==> src/rtl/wb_arb_pkg.sv <==
// Shared definitions for the writeback port arbiter.
//   XLEN         : datapath width of buffered long-latency results
//   REG_ADDR_W   : register-file address width
//   arb_state_e  : starvation tracking states
//   pend_entry_t : one pending-buffer slot {valid, rd, data}
package wb_arb_pkg;

    localparam int unsigned XLEN       = 64;
    localparam int unsigned REG_ADDR_W = 5;

    typedef enum logic [1:0] {
        IDLE   = 2'd0,
        PEND   = 2'd1,
        STARVE = 2'd2
    } arb_state_e;

    typedef struct packed {
        logic                  valid;
        logic [REG_ADDR_W-1:0] rd;
        logic [XLEN-1:0]       data;
    } pend_entry_t;

endpackage

==> src/rtl/wb_pend_buf.sv <==
// Circular pending buffer for long-latency results.
// Ports:
//   clk, rst            : clock, asynchronous active-low reset
//   push/push_rd/data   : store a new valid entry at the tail
//   pop                 : retire the head slot (drained or hole)
//   kill/kill_rd        : clear valid on every slot whose rd matches kill_rd
//   head_busy           : buffer holds at least one slot (valid or hole)
//   head_vld            : head slot exists and is still valid
//   head_rd/head_data   : head slot contents
//   next_vld            : slot behind the head exists and is valid
//   full                : occupancy == DEPTH
module wb_pend_buf
    import wb_arb_pkg::*;
#(
    parameter int unsigned DEPTH = 4
) (
    input  logic                  clk,
    input  logic                  rst,
    input  logic                  push,
    input  logic [REG_ADDR_W-1:0] push_rd,
    input  logic [XLEN-1:0]       push_data,
    input  logic                  pop,
    input  logic                  kill,
    input  logic [REG_ADDR_W-1:0] kill_rd,
    output logic                  head_busy,
    output logic                  head_vld,
    output logic [REG_ADDR_W-1:0] head_rd,
    output logic [XLEN-1:0]       head_data,
    output logic                  next_vld,
    output logic                  full
);

    localparam int unsigned PtrW = $clog2(DEPTH);
    localparam int unsigned CntW = $clog2(DEPTH + 1);

    pend_entry_t         mem_q [DEPTH];
    pend_entry_t         mem_d [DEPTH];
    logic [PtrW-1:0]     head_q, head_d;
    logic [PtrW-1:0]     tail_q, tail_d;
    logic [CntW-1:0]     cnt_q, cnt_d;
    logic [PtrW-1:0]     nxt_ptr;

    always_comb begin
        for (int i = 0; i < DEPTH; i++) begin
            mem_d[i] = mem_q[i];
            // Pipeline write is younger: any buffered result to the same rd is stale.
            if (kill && (mem_q[i].rd == kill_rd)) begin
                mem_d[i].valid = 1'b0;
            end
        end
        if (pop) begin
            mem_d[head_q].valid = 1'b0;
        end
        if (push) begin
            mem_d[tail_q] = '{valid: 1'b1, rd: push_rd, data: push_data};
        end
        // DEPTH is a power of two, so pointers wrap naturally.
        head_d = head_q + PtrW'(pop);
        tail_d = tail_q + PtrW'(push);
        cnt_d  = cnt_q + CntW'(push) - CntW'(pop);
    end

    always_ff @(posedge clk or negedge rst) begin
        if (!rst) begin
            head_q <= '0;
            tail_q <= '0;
            cnt_q  <= '0;
            for (int i = 0; i < DEPTH; i++) begin
                mem_q[i] <= '0;
            end
        end else begin
            head_q <= head_d;
            tail_q <= tail_d;
            cnt_q  <= cnt_d;
            for (int i = 0; i < DEPTH; i++) begin
                mem_q[i] <= mem_d[i];
            end
        end
    end

    assign nxt_ptr   = head_q + PtrW'(1);
    assign head_busy = (cnt_q != '0);
    assign head_vld  = head_busy && mem_q[head_q].valid;
    assign head_rd   = mem_q[head_q].rd;
    assign head_data = mem_q[head_q].data;
    assign next_vld  = (cnt_q > CntW'(1)) && mem_q[nxt_ptr].valid;
    assign full      = (cnt_q == CntW'(DEPTH));

endmodule

==> src/rtl/wb_port_arbiter.sv <==
// Register-file write port arbiter between the writeback stage and a
// long-latency unit. Pipeline writes pass through combinationally and always
// win; long-latency results are buffered and drained into idle write slots.
// A starving head entry raises stall_req toward the hazard unit.
// Ports:
//   clk, rst                  : clock, asynchronous active-low reset
//   RegWriteW/RdW/ResultW     : pipeline writeback request
//   lu_valid/lu_rd/lu_data    : long-latency result, accepted when lu_ready
//   lu_ready                  : buffer not full (registered state only)
//   RegWrite_out/Rd_out/WD_out: register-file write port
//   stall_req                 : registered front-end freeze request
// Optional build macro WB_ARB_PERF_EN adds perf_conflicts and
// perf_stall_cycles (32-bit wrapping event counters).
// XLEN must match wb_arb_pkg::XLEN, which sizes the buffer entries.
module wb_port_arbiter #(
    parameter int unsigned XLEN         = wb_arb_pkg::XLEN,
    parameter int unsigned DEPTH        = 4,
    parameter int unsigned STARVE_LIMIT = 8
) (
    input  logic                              clk,
    input  logic                              rst,
    input  logic                              RegWriteW,
    input  logic [wb_arb_pkg::REG_ADDR_W-1:0] RdW,
    input  logic [XLEN-1:0]                   ResultW,
    input  logic                              lu_valid,
    input  logic [wb_arb_pkg::REG_ADDR_W-1:0] lu_rd,
    input  logic [XLEN-1:0]                   lu_data,
    output logic                              lu_ready,
    output logic                              RegWrite_out,
    output logic [wb_arb_pkg::REG_ADDR_W-1:0] Rd_out,
    output logic [XLEN-1:0]                   WD_out,
    output logic                              stall_req
`ifdef WB_ARB_PERF_EN
    ,
    output logic [31:0]                       perf_conflicts,
    output logic [31:0]                       perf_stall_cycles
`endif
);

    import wb_arb_pkg::*;

    localparam int unsigned CntW = $clog2(STARVE_LIMIT + 1);
    localparam logic [CntW-1:0] Limit = CntW'(STARVE_LIMIT);

    logic                  pipe_wr;
    logic                  push;
    logic                  pop;
    logic                  drain;
    logic                  head_kill;
    logic                  head_busy;
    logic                  head_vld;
    logic [REG_ADDR_W-1:0] head_rd;
    logic [XLEN-1:0]       head_data;
    logic                  next_vld;
    logic                  full;

    arb_state_e            state_q, state_d;
    logic [CntW-1:0]       cnt_q, cnt_d;
    logic                  stall_q, stall_d;

    assign pipe_wr   = RegWriteW && (RdW != '0);
    // x0 results and results already overwritten by this cycle's pipeline
    // write complete the handshake but are not stored.
    assign push      = lu_valid && lu_ready && (lu_rd != '0) && !(pipe_wr && (lu_rd == RdW));
    assign drain     = head_vld && !pipe_wr;
    // Holes (killed heads) retire in one cycle without using the port.
    assign pop       = drain || (head_busy && !head_vld);
    assign head_kill = pipe_wr && head_vld && (head_rd == RdW);
    assign lu_ready  = !full;

    wb_pend_buf #(
        .DEPTH (DEPTH)
    ) u_buf (
        .clk       (clk),
        .rst       (rst),
        .push      (push),
        .push_rd   (lu_rd),
        .push_data (lu_data),
        .pop       (pop),
        .kill      (pipe_wr),
        .kill_rd   (RdW),
        .head_busy (head_busy),
        .head_vld  (head_vld),
        .head_rd   (head_rd),
        .head_data (head_data),
        .next_vld  (next_vld),
        .full      (full)
    );

    // State register.
    always_ff @(posedge clk or negedge rst) begin
        if (!rst) begin
            state_q <= IDLE;
            cnt_q   <= '0;
            stall_q <= 1'b0;
        end else begin
            state_q <= state_d;
            cnt_q   <= cnt_d;
            stall_q <= stall_d;
        end
    end

    // Next state and starvation counter.
    always_comb begin
        state_d = state_q;
        cnt_d   = cnt_q;
        if (drain || head_kill || !head_vld) begin
            cnt_d = '0;
        end else if (cnt_q != Limit) begin
            cnt_d = cnt_q + CntW'(1);
        end

        case (state_q)
            IDLE: begin
                if (head_vld && !drain && !head_kill) begin
                    state_d = (cnt_d == Limit) ? STARVE : PEND;
                end
            end
            PEND, STARVE: begin
                if (drain) begin
                    state_d = next_vld ? PEND : IDLE;
                end else if (head_kill || !head_vld) begin
                    state_d = IDLE;
                end else if (cnt_d == Limit) begin
                    state_d = STARVE;
                end
            end
            default: state_d = IDLE;
        endcase

        stall_d = (state_d == STARVE);
    end

    // Outputs: write-port mux and stall request.
    always_comb begin
        RegWrite_out = 1'b0;
        Rd_out       = '0;
        WD_out       = '0;
        if (!rst) begin
            RegWrite_out = 1'b0;
        end else if (pipe_wr) begin
            RegWrite_out = 1'b1;
            Rd_out       = RdW;
            WD_out       = ResultW;
        end else if (drain) begin
            RegWrite_out = 1'b1;
            Rd_out       = head_rd;
            WD_out       = head_data;
        end
        stall_req = stall_q;
    end

`ifdef WB_ARB_PERF_EN
    always_ff @(posedge clk or negedge rst) begin
        if (!rst) begin
            perf_conflicts    <= '0;
            perf_stall_cycles <= '0;
        end else begin
            perf_conflicts    <= perf_conflicts + 32'(pipe_wr && head_vld);
            perf_stall_cycles <= perf_stall_cycles + 32'(stall_q);
        end
    end
`endif

endmodule

==> config.mk <==
export PLATFORM = sky130hd
export DESIGN_NAME = wb_port_arbiter
export DESIGN_NICKNAME = d
export VERILOG_FILES = /design/src/rtl/wb_arb_pkg.sv /design/src/rtl/wb_pend_buf.sv /design/src/rtl/wb_port_arbiter.sv
export SDC_FILE = /design/constraint.sdc
export NUM_CORES = 1
export LEC_CHECK = 0
export BUFFER_PORTS_ARGS = -buffer_cell sky130_fd_sc_hd__buf_2
export CAP_MARGIN = 20
export CORE_MARGIN = 4
export CORE_UTILIZATION = 35
export DETAILED_ROUTE_END_ITERATION = 8
export PLACE_DENSITY_LB_ADDON = 0.05
export SKIP_LAST_GASP = 1
export SLEW_MARGIN = 5
export SYNTH_ARGS = -nofsm -noshare
export SYNTH_HDL_FRONTEND = slang
export SYNTH_SLANG_ARGS = --single-unit
==> constraint.sdc <==
create_clock -name clk -period 5.4 [get_ports clk]
set_clock_uncertainty 0.05 [all_clocks]
set_input_delay 1.08 -clock clk [delete_from_list [all_inputs] [get_ports clk]]
set_output_delay 1.08 -clock clk [all_outputs]
set_load 0.02 [all_outputs]
==> impl_metrics.ini <==
[outcome]
outcome = finished clean

[synth]
synthArstFlopShare_pct = 100
syn_area_per_cell_um2 = 13.9
ys.flop_type = dfrtp_1
synthesis.area_um2 = 14800
synth_edf_count = 0
synth_top_area_cell = dfrtp_1
synth_area_leaders = dfrtp_1, mux2_2, mux4_2, mux2_4, a21boi_0
ys_ff_latch = 294
synth_nets = 1218
synthCells = 1061
yosysWarnings = 0
seq_area_frac_synth_pct = 49.7
synth_top_area_share_pct = 49.7
synth_cell_type_count = 43

[setup_path]
critPathCaptureType = output port
crit_fanout = 44
cp.arrival_ps = 3260
r2r_start = u_buf.head_q[1]
crit_family = buffers and inverters
rrSetupSlack_ps = 1690
crit_chain = buf_4 > mux4_2 > a32oi_1 > nor2b_1 > buf_2
start_kind = flop
reg2reg_to = stall_req
ff2ff_path_depth = 7
cpMaxStageDelayCell = dfrtp_4
required_ps = 4270
cp_slowest_stage_delay_ps = 790
critPathKind = flop to output port
path_buf_inv = 2

[timing]
slew_headroom_pct = 36.1
period_needed_ps = 4390
maxSlewViolCount = 0
rsz0062_at_grt = false
max_freq_mhz = 228
tns_ps = 0
worst_pin_slew_ps = 959
finalCritPeriodShare_pct = 81.3
setup_violations = 0
fin_ws_ps = 1010
hold_violations = 0
holdWs_ps = 450

[power_and_ir_drop]
p_leak_nw = 7.82
power_mw = 10.8
cellPowerDensity_nw_per_um2 = 615
peakVddDrop_mv = 0.224

[placed_design]
globalplace.congestion = 0.754
dp_hpwl_um = 23500
post-place-ws_ps = 1010
port_buffers = 213
placed_cells = 1754

[floorplan]
io_pins = 214
rows = 75
die_w_um = 214
die_h_um = 214
initial_core_util_pct = 35.4
core_area_um2 = 41900
dieArea_um2 = 45600

[global_routing]
grt_max_degree = 141
antenna_found_initial = 6
first_global_vias = 10015
grt_pass1_wl_um = 59700
globalRouteOverflowTotal = 0
gr-usage-all-layers_pct = 16.8

[layout]
final_layout_size_suffix_gt1_share_pct = 50.7
fin_nets = 1410
finalNonFillerCells = 1813
area_delta_synth_final_pct = 18.8

[clock_network]
cts_tree = done
cts_setup_buffers = 0
clock_sinks = 294
htreeDepth = 2
cts_buffer_depth = 3
ctsResizeCount = 0
root_buffer = clkbuf_16
numCtsBuffers = 36
clk_latency_ps = 530
clk_pin_slew_worst_paths_ps = 60
postCtsHoldBufs = 0

[detailed_routing]
firstDrtPassIters = 4
drtIter0Drc = 334
wirelength_um = 37800
wl_per_cell_um = 20.8
viasPerCell = 5.11
drc = 0
ant_nets = 0
dr_total_vias = 9259

[worst_hold_path]
min_path_cells = 1
hold_path_class = flop to flop
min_to = u_buf.mem_q[45]
hold_start = u_buf.mem_q[45]

[job]
cap_violations = 0
## cell type report
type / instances / area, µm²
Fill cell: 3959 / 24300
Sequential cell: 294 / 7360
Multi-Input combinational cell: 672 / 7050
Timing Repair Buffer: 236 / 1290
Clock buffer: 52 / 1070
Tap cell: 539 / 674
Clock inverter: 6 / 83.8
Inverter: 13 / 48.8
Antenna cell: 1 / 2.50
## cells in the final DEF (no fill, tap or decap), drive strengths merged, types with 3 or more instances in the layout
| cell | instances |
|---|---|
| a21boi | 64 |
| a21oi | 7 |
| a32oi | 5 |
| buf | 236 |
| clkbuf | 52 |
| clkinv | 4 |
| dfrtp | 294 |
| ha | 14 |
| inv | 13 |
| mux2 | 276 |
| mux4 | 71 |
| nand2 | 77 |
| nand3 | 72 |
| nand4 | 4 |
| nor2 | 8 |
| nor2b | 6 |
| nor3 | 3 |
| o21ai | 5 |
| o311ai | 3 |
| xnor2 | 20 |
| xor2 | 15 |
## synthesized netlist by cell type (6+ instances only)
master and count:
dfrtp_1 294, mux2_2 207, nand2_1 77, nand3_1 72, mux4_2 71, mux2_4 69
a21boi_0 64, clkbuf_1 50, xnor2_1 20, buf_2 16, xor2_1 15, ha_1 14
inv_1 13, nor2_1 8, buf_1 7, buf_6 7, a21oi_1 6, nor2b_1 6
## power breakdown
group	internal (mW)	total, mW	switching [mW]
Clock	1.46	2.38	0.921
Sequential	3.33	3.99	0.652
Combinational	2.53	4.44	1.91
Total	7.32	10.8	3.48
## cells by family after synthesis
group,Yosys count,share of synthesized area [%]
mux,347,33.6
flops,294,49.7
simple gates,181,5.66
buf+inv,95,2.95
compound gates,94,4.73
xor+xnor,35,2.07
fa+ha+maj,15,1.32
## worst max path at each step
stage	startpoint	end	slack, ps	depth (start not counted)
2_1_floorplan	RdW[1]	WD_out[53]	1000	7
3_3_place_gp	RdW[0]	u_buf.mem_q[239]	1070	7
3_5_place_dp	RdW[0]	u_buf.mem_q[245]	1010	7
4_1_cts	u_buf.head_q[1]	Rd_out[1]	900	5
5_1_grt	u_buf.head_q[1]	Rd_out[1]	880	5
6_report	u_buf.head_q[1]	Rd_out[1]	1010	5
## worst reg2reg max path: stages (launching register included)
cell and delay, ps:
dfrtp_4 790, buf_4 750, mux4_2 680, xnor2_1 170
nand3_1 200, o211ai_1 580, nand2b_1 220, a221oi_1 90
## registers in the layout, indices dropped and copies added (netlist names)
register      count
cnt_q             4
stall_req         1
state_q           2
u_buf.cnt_q       3
u_buf.head_q      2
u_buf.mem_q     280
u_buf.tail_q      2
## routing by layer
layer,global-route usage [%],vias to the layer above,routed length [µm]
li1,-,4262,-
met1,23.1,4750,17300
met2,27.3,181,17900
met3,3.76,56,1870
met4,3.95,10,618
met5,0,-,57
## through the flow
stage / area [µm²] / util (%)
finish: 17600 / 42.0
floorplan: 14800 / -
CTS: 17600 / 42.0
detailed placement: 16400 / 39.2
global placement: 16400 / 39.2
global route: 17600 / 42.0
(Power assumes the default switching activity.)
